--- src/rtl/cdc_hs_tx.sv ---
// Source-side controller for a 4-phase req/ack clock-domain-crossing handshake.
// Holds the accepted word on dat_o while req_o is up; ack_i is synchronized locally.

module sync #(
   parameter int unsigned STATE      = 2,
   parameter int unsigned DATA_WIDTH = 1
) (
   input  logic                  clk_i,
   input  logic                  rst_n_i,
   input  logic [DATA_WIDTH-1:0] d_i,
   output logic [DATA_WIDTH-1:0] q_o
);

   logic [DATA_WIDTH-1:0] stg [STATE];

   always_ff @(posedge clk_i or negedge rst_n_i) begin
      if (!rst_n_i) begin
         for (int unsigned i = 0; i < STATE; i++) stg[i] <= '0;
      end else begin
         stg[0] <= d_i;
         for (int unsigned i = 1; i < STATE; i++) stg[i] <= stg[i-1];
      end
   end

   assign q_o = stg[STATE-1];

endmodule

module cdc_hs_tx #(
   parameter int unsigned DATA_WIDTH = 32,
   parameter int unsigned STATE      = 2,
   parameter int unsigned TO_WIDTH   = 16
) (
   input  logic                  clk_i,
   input  logic                  rst_n_i,
   input  logic                  valid_i,
   output logic                  ready_o,
   input  logic [DATA_WIDTH-1:0] dat_i,
   output logic [DATA_WIDTH-1:0] dat_o,
   output logic                  req_o,
   input  logic                  ack_i,
   output logic                  done_o,
   input  logic [TO_WIDTH-1:0]   timeout_i,
   output logic                  timeout_o,
   input  logic                  clr_i
);

   typedef enum logic [1:0] {IDLE, REQ, REL} state_t;

   state_t                state, state_d;
   logic                  ack_s;
   logic                  req_d, done_d, to_d;
   logic [DATA_WIDTH-1:0] dat_d;
   logic [TO_WIDTH-1:0]   cnt, cnt_d;

   sync #(.STATE(STATE), .DATA_WIDTH(1)) u_ack_sync (
      .clk_i   (clk_i),
      .rst_n_i (rst_n_i),
      .d_i     (ack_i),
      .q_o     (ack_s)
   );

   // A lingering ack from the previous cycle (or after reset) must clear first.
   assign ready_o = (state == IDLE) && !ack_s;

   always_ff @(posedge clk_i or negedge rst_n_i) begin
      if (!rst_n_i) begin
         state     <= IDLE;
         req_o     <= 1'b0;
         dat_o     <= '0;
         done_o    <= 1'b0;
         timeout_o <= 1'b0;
         cnt       <= '0;
      end else begin
         state     <= state_d;
         req_o     <= req_d;
         dat_o     <= dat_d;
         done_o    <= done_d;
         timeout_o <= to_d;
         cnt       <= cnt_d;
      end
   end

   always_comb begin
      state_d = state;
      req_d   = req_o;
      dat_d   = dat_o;
      done_d  = 1'b0;
      cnt_d   = '0;
      to_d    = timeout_o;
      if (clr_i) to_d = 1'b0;
      case (state)
         IDLE: begin
            req_d = 1'b0;
            if (valid_i && ready_o) begin
               dat_d   = dat_i;
               req_d   = 1'b1;
               state_d = REQ;
            end
         end
         REQ: begin
            req_d = 1'b1;
            cnt_d = (cnt == '1) ? cnt : cnt + TO_WIDTH'(1);
            // Set is evaluated after clear so a coincident set wins.
            if ((timeout_i != '0) && (cnt == timeout_i - TO_WIDTH'(1))) to_d = 1'b1;
            if (ack_s) begin
               req_d   = 1'b0;
               state_d = REL;
            end
         end
         REL: begin
            req_d = 1'b0;
            if (!ack_s) begin
               state_d = IDLE;
               done_d  = 1'b1;
            end
         end
         default: begin
            state_d = IDLE;
            req_d   = 1'b0;
         end
      endcase
   end

endmodule

--- config.mk ---
export PLATFORM = sky130hd
export DESIGN_NAME = cdc_hs_tx
export DESIGN_NICKNAME = d
export VERILOG_FILES = /design/src/rtl/cdc_hs_tx.sv
export SDC_FILE = /design/constraint.sdc
export NUM_CORES = 1
export LEC_CHECK = 0
export BUFFER_PORTS_ARGS = -buffer_cell sky130_fd_sc_hd__buf_2
export CAP_MARGIN = 5
export CORE_ASPECT_RATIO = 1.2
export CORE_MARGIN = 2
export CORE_UTILIZATION = 35
export CTS_BUF_LIST = sky130_fd_sc_hd__clkbuf_8
export CTS_CLUSTER_DIAMETER = 40
export DETAILED_ROUTE_END_ITERATION = 12
export PLACE_DENSITY = 0.63
export SLEW_MARGIN = 5
export SYNTH_ARGS = -nofsm -noshare
export SYNTH_HDL_FRONTEND = slang
export SYNTH_HIERARCHICAL = 1
export SYNTH_SLANG_ARGS = --single-unit
--- constraint.sdc ---
create_clock -name clk_i -period 4.9 [get_ports clk_i]
set_clock_uncertainty 0.15 [all_clocks]
set_input_delay 0.735 -clock clk_i [delete_from_list [all_inputs] [get_ports clk_i]]
set_output_delay 0.735 -clock clk_i [all_outputs]
set_load 0.005 [all_outputs]
# After elaboration in Yosys (flattened, before gate mapping)
# Index checks and enable logic that the tools add are counted.
dict set report totals {
  reg_bits 55
  out_inout_bits 36
  word_cells 39
}
dict set report classes {
  n_addsub 2
  n_eq_ne 8
  n_mux 13
  n_reduce_logical 8
}
# op n
set op_table {}
lappend op_table {{2-to-1 mux 16 bit} 2}
lappend op_table {{adder 16 x 1 -> 16 bit, second input constant} 1}
lappend op_table {{equality test 16 bit} 1}
lappend op_table {{equality test 16 bit, second input constant} 1}
lappend op_table {{nonzero test 16 bit} 1}
lappend op_table {{subtractor 16 x 1 -> 16 bit, second input constant} 1}
lappend op_table {{2-to-1 mux 1 bit} 6}
lappend op_table {{2-to-1 mux 2 bit} 3}
lappend op_table {{one-hot mux 2 bit (3 select lines)} 1}
lappend op_table {{!= test 2 x 1 -> 1 bit, second input constant} 2}
lappend op_table {{!= test 2 bit, second input constant} 2}
lappend op_table {{logical AND 1 bit} 3}
lappend op_table {{AND reduction 3 bit} 1}
lappend op_table {{equality test 2 x 1 -> 1 bit, second input constant} 1}
lappend op_table {{equality test 2 bit, second input constant} 1}
lappend op_table {{logical NOT 2 bit} 1}
lappend op_table {{one-hot mux 1 bit (2 select lines)} 1}
lappend op_table {{AND reduction 2 bit} 1}
lappend op_table {{logical NOT 1 bit} 1}

# Longest topological paths before layout
dict set report logic_depth {
  ltp_word 5
  depth_mapped 9
}

# Cells and area by module
# Netlist, hierarchy kept.
# module n_inst cells_each area_each_um2
set modules_own_cells {}
lappend modules_own_cells {cdc_hs_tx 1 264 2793.9}
lappend modules_own_cells {sync 1 2 50.0}

# Worst setup path before layout
# No wires, ideal clock.
dict set report synth_path {
  path_type {input-to-reg}
  startpoint {in timeout_i[3]}
  endpoint {reg timeout_o}
  setup_time_ns 0.120
  arrival_ns 2.496
  required_ns 4.630
  slack_ns 2.134
  cell_stages 7
  path_buffers 1
  cell_sequence {buf_2 -> nor4_4 -> nand2_2 -> or4_1 -> a2111oi_0 -> nor2_1 -> a31o_1}
}
dict set report synth_via {
  elab_chain_len 5
}
# item line_no
set synth_rtl {}
lappend synth_rtl {{from (decl)} 43} ;# input logic [TO_WIDTH-1:0] timeout_i,
lappend synth_rtl {{subtractor 16 x 1 -> 16 bit} 105} ;# if ((timeout_i != '0) && (cnt == timeout_i - TO_WIDTH'(1))) to_d = 1'b1;
lappend synth_rtl {{equality test 16 bit} 105}
lappend synth_rtl {{logical AND 1 bit (*)} 105}
lappend synth_rtl {{2-to-1 mux 1 bit (*)} 105}
lappend synth_rtl {{2-to-1 mux 1 bit (*)} 92} ;# case (state)
lappend synth_rtl {{net to_d} 52} ;# logic req_d, done_d, to_d;
lappend synth_rtl {{to (signal assigned)} 79} ;# timeout_o <= to_d;
lappend synth_rtl {{to (decl)} 44} ;# output logic timeout_o,
# The timed path passes the listed nets; every way through them passes the cells marked *.
# A chain may end at the register's enable or synchronous reset.

# Worst setup path after layout
# Ends and elaborated chain as after synthesis.

==> results <==
- The number of warnings reported in the yosys synthesis log is 6.
- After floorplanning, the core was sized to cover 8020 sq um.
- The synthesized design devotes to its leading area cell type 48.4% of total area.
- The total negative slack for setup checks is 0 ns.
- The worst path uses 54.6% of the clock period.
- The static leakage is 1.54 nW.
- Gates resized during post-CTS repair numbered 0.
- The tree built by TritonCTS fans out to 55 sinks.
- The hold-fix buffer count after cts is 0.
- The type of element capturing the critical path is a flop.
- The area growth from synthesis to layout is 23.6%.
- The count of nets left with antenna violations once routing finished came out at 0.
- The via count of the first global-routing pass came to 2391.
- The area of the die is 8870 sq um.
- The required time at the endpoint of the critical path is 4.94 ns.
- The total buffers and inverters traversed by the critical path is 1.
- The clock input transition at the sequential cells of the worst setup and hold paths is 0.10 ns.
- The hold violation count in the final report was 0.
- The die outline height is 103 um.
- The CTS tree is built.
- After layout, the minimum clock period comes to 2.68 ns.
- In this run switching power makes up 25.5% of total power.
- The half-perimeter wire length of the detailed placement result is 4490 um.
- The critical setup path kind is input port to flop.
- The slowest library cell on the worst path is sky130_fd_sc_hd__or4_1.
- The number of enable-type register cells in the synthesized netlist is 0.
- Global routing used 14.4% of the available tracks across all layers.
- Setup repair after global routing left no endpoint under its margin.
- The total clock buffers created by CTS is 5.
- For this run, the post-layout net count is 409.
- Of the total power, the clock network draws 28.0%.
- The number of H-tree levels is 2.
- The last weighted congestion value of the routability-driven placer is 0.889.
- The power density over cell area is 350 nW/um^2.
- In this design, the largest share of critical-path delay is due to simple AND/OR/NAND/NOR gates.
- The tightest min-delay check is of the flop to flop type.
- Across the run, the number of max-cap violations was 0.
- The share of layout cells above drive strength 1 is 38.6%.
- The share of power burned in registers is 48.4%.
- The max-slew violation count was 0.
- The fraction of power consumed by combinational cells is 23.6%.
- The peak supply drop is 240 uV.
- The biggest cell delay along the critical path is 0.48 ns.
- The synthesized instance count is 266.
- For this run, design rule violations remaining after detail routing come to 0.
- The first global-routing pass estimated 10400 um of wire.
- The run finished with clean final reports.
- Final hold analysis gives a worst-case slack of 0.207 ns.
- The initialized floorplan defines 36 standard-cell rows.
- The number of setup buffers added after CTS is 0.
- The die is 86.3 um wide.
- The maximum achievable frequency is 374 MHz.
- The number of antenna diodes in the final layout is 0.
- The share of flip-flops with an asynchronous set or reset is 100%.
- Overall power consumption after layout is estimated at 1.23 mW.
- During placement, the flow inserted port buffers numbering 88.
- The internal portion of total power is 0.915 mW.
- For the worst setup path, the data arrival time is 2.72 ns.
- The predominant post-synthesis flop cell is sky130_fd_sc_hd__dfrtp_1.
- In the final routed layout, each cell accounts on average for 13.2 um.
- The clock latency of the later-clocked register in the worst-skew pair is 0.30 ns.
- The signal on the critical path passes through buf_2 -> nor4_4 -> nand2_2 -> or4_1 -> a2111oi_0 -> nor2_1 -> a31o_1.
- The number of nets in the synthesized netlist is 321.
- The worst pin sits at a relative slew slack of 46.6%.
- The starting density of the core is 35.5%.
- In this run the worst path has a maximum fanout of 9.
- The switching power of the nets is 0.313 mW.
- Each instance of the synthesized netlist takes up on average 10.7 sq um.
- The cell type with the largest total area after synthesis is sky130_fd_sc_hd__dfrtp_1.
- Entering global routing, the biggest net connects 56 pins.
- After synthesis the netlist holds a flip-flop and latch count of 55.
- The clock tree root buffer cell is sky130_fd_sc_hd__clkbuf_8.
- After the first detailed-routing iteration, the DRC count stood at 42.
- The number of buffers on the longest clock path is 2.
- The total overflow left after global routing is 0.
- The number of antenna violations at the first check in global routing came to 0.
- Across all layers, the routed design uses 2289 vias.
- In the routed layout, each cell is associated on average with a via count of 5.09.
- The number of ports placed on the die boundary is 89.
- The slew at the pin closest to its max-slew limit is 0.801 ns.
- The critical path launch point type is an input port.
- In this run the cell area of the synthesized design comes to 2840 sq um.
- The first-pass detailed-route iteration total is 4.
- By area the synthesized netlist is led by sky130_fd_sc_hd__dfrtp_1 48%, sky130_fd_sc_hd__mux2_2 13%, sky130_fd_sc_hd__xnor2_1 5.9%, sky130_fd_sc_hd__nor2_1 3.3%, sky130_fd_sc_hd__xor2_1 3.1%.
- The unique cell type count in the Yosys netlist is 43.
- Setup violations remaining at the end of the flow were counted as 0.
- Sequential cells were found to cover 48.4% of the synthesized design area.
- For this block, the routed nets add up to 5950 um of wire.
==> area by class of cell <==
type | instances | area, sq um
timing repair buffer | 90 | 455
inverter | 8 | 30.0
clock buffer | 5 | 68.8
sequential | 55 | 1380
fill | 786 | 4500
multi-input combinational | 194 | 1400
tap | 95 | 119
clock inverter | 3 | 63.8
==> worst register-to-register path, stage by stage (launching register included) <==
cell	delay [ns]
sky130_fd_sc_hd__dfrtp_1	0.41
sky130_fd_sc_hd__nand2b_1	0.52
sky130_fd_sc_hd__nor4_1	0.46
sky130_fd_sc_hd__nand3_1	0.14
sky130_fd_sc_hd__a2111oi_2	0.34
sky130_fd_sc_hd__a31o_1	0.18
==> power groups by stage <==
stage | registers [mW] | clock network [mW] | logic, mW
2_1_floorplan | 0.612 | 0 | 0.135
3_3_place_gp | 0.601 | 0 | 0.290
3_5_place_dp | 0.603 | 0 | 0.297
4_1_cts | 0.596 | 0.360 | 0.297
5_1_grt | 0.608 | 0.378 | 0.324
6_report | 0.594 | 0.344 | 0.290
==> placed cells by master, fill, tap and decap left out, types with 2 or more instances in the layout <==
| cell | n |
|---|---|
| sky130_fd_sc_hd__bufinv_16 | 2 |
| sky130_fd_sc_hd__nor3b_1 | 4 |
| sky130_fd_sc_hd__nor4_1 | 3 |
| sky130_fd_sc_hd__nand2_1 | 13 |
| sky130_fd_sc_hd__and2_1 | 2 |
| sky130_fd_sc_hd__mux2_2 | 32 |
| sky130_fd_sc_hd__nand4_1 | 2 |
| sky130_fd_sc_hd__a31oi_1 | 4 |
| sky130_fd_sc_hd__nand3_1 | 11 |
| sky130_fd_sc_hd__o21ai_0 | 7 |
| sky130_fd_sc_hd__and3_1 | 2 |
| sky130_fd_sc_hd__nor2_1 | 25 |
| sky130_fd_sc_hd__nor2b_1 | 3 |
| sky130_fd_sc_hd__buf_4 | 2 |
| sky130_fd_sc_hd__nand2b_1 | 5 |
| sky130_fd_sc_hd__mux2i_1 | 4 |
| sky130_fd_sc_hd__or3_1 | 2 |
| sky130_fd_sc_hd__buf_2 | 88 |
| sky130_fd_sc_hd__a21oi_1 | 6 |
| sky130_fd_sc_hd__xor2_1 | 10 |
| sky130_fd_sc_hd__or4_1 | 3 |
| sky130_fd_sc_hd__inv_1 | 9 |
| sky130_fd_sc_hd__ha_1 | 2 |
| sky130_fd_sc_hd__clkbuf_8 | 5 |
| sky130_fd_sc_hd__dfrtp_1 | 55 |
| sky130_fd_sc_hd__xnor2_1 | 19 |
| sky130_fd_sc_hd__o21bai_1 | 3 |
| sky130_fd_sc_hd__nor3_1 | 15 |
==> registers in the layout, summed over array words and instances, names as in the netlist <==
signal / flops
done_o: 1
state: 2
u_ack_sync/stg: 1
req_o: 1
u_ack_sync/q_o: 1
timeout_o: 1
cnt: 16
dat_o: 32
==> cells in the mapped netlist, types with 2 or more instances <==
library cell               number
sky130_fd_sc_hd__a21oi_1        6
sky130_fd_sc_hd__o21ai_0        7
sky130_fd_sc_hd__and3_1         2
sky130_fd_sc_hd__a31oi_1        4
sky130_fd_sc_hd__or4_1          3
sky130_fd_sc_hd__and2_1         2
sky130_fd_sc_hd__xor2_1        10
sky130_fd_sc_hd__mux2_2        32
sky130_fd_sc_hd__nor3_1        15
sky130_fd_sc_hd__nor4_1         3
sky130_fd_sc_hd__nand2b_1       5
sky130_fd_sc_hd__nand2_1       13
sky130_fd_sc_hd__nand4_1        2
sky130_fd_sc_hd__clkbuf_1       8
sky130_fd_sc_hd__inv_1          8
sky130_fd_sc_hd__o21bai_1       3
sky130_fd_sc_hd__nor3b_1        4
sky130_fd_sc_hd__nor2b_1        3
sky130_fd_sc_hd__mux2i_1        4
sky130_fd_sc_hd__dfrtp_1       55
sky130_fd_sc_hd__nand3_1       11
sky130_fd_sc_hd__nor2_1        25
sky130_fd_sc_hd__or3_1          2
sky130_fd_sc_hd__ha_1           2
sky130_fd_sc_hd__xnor2_1       19
==> logic make-up after synthesis <==
| family | synth area share [%] |
|---|---|
| flops | 48.4 |
| buf+inv | 2.29 |
| mux | 14.1 |
| simple gates | 18.2 |
| compound gates | 7.22 |
| xor+xnor | 8.93 |
| fa+ha+maj | 0.880 |
==> through the flow <==
step                utilization, %  instance area [sq um]  std cells  setup slack, ns
CTS                           43.9                   3520        450             2.28
global route                  43.9                   3520        450             2.13
global placement              42.2                   3380        442             2.01
finish                        43.9                   3520        450             2.22
floorplan                        -                   2840        266             2.13
detailed placement            42.2                   3380        442             1.95
==> layer usage <==
| metal | vias to the layer above | wire, um | track usage, % |
|---|---|---|---|
| met3 | 6 | 461 | 4.16 |
| met2 | 80 | 2780 | 25.2 |
| met1 | 1095 | 2620 | 17.1 |
| met5 | - | 0 | 0 |
| met4 | 0 | 94 | 4.93 |
| li1 | 1108 | - | - |
==> final timing paths <==
kind,from,to,slack [ns],cells past startpoint
max reg2reg,state[1],timeout_o,2.64,5
max,timeout_i[3],timeout_o,2.22,7
min,u_ack_sync/stg[1],u_ack_sync/q_o,0.21,0
max in group asynchronous,rst_n_i,cnt[3],3.75,2
min in group asynchronous,rst_n_i,dat_o[23],0.40,2
min reg2reg,u_ack_sync/stg[1],u_ack_sync/q_o,0.21,0
No activity file was read; power rests on OpenSTA's default activity.
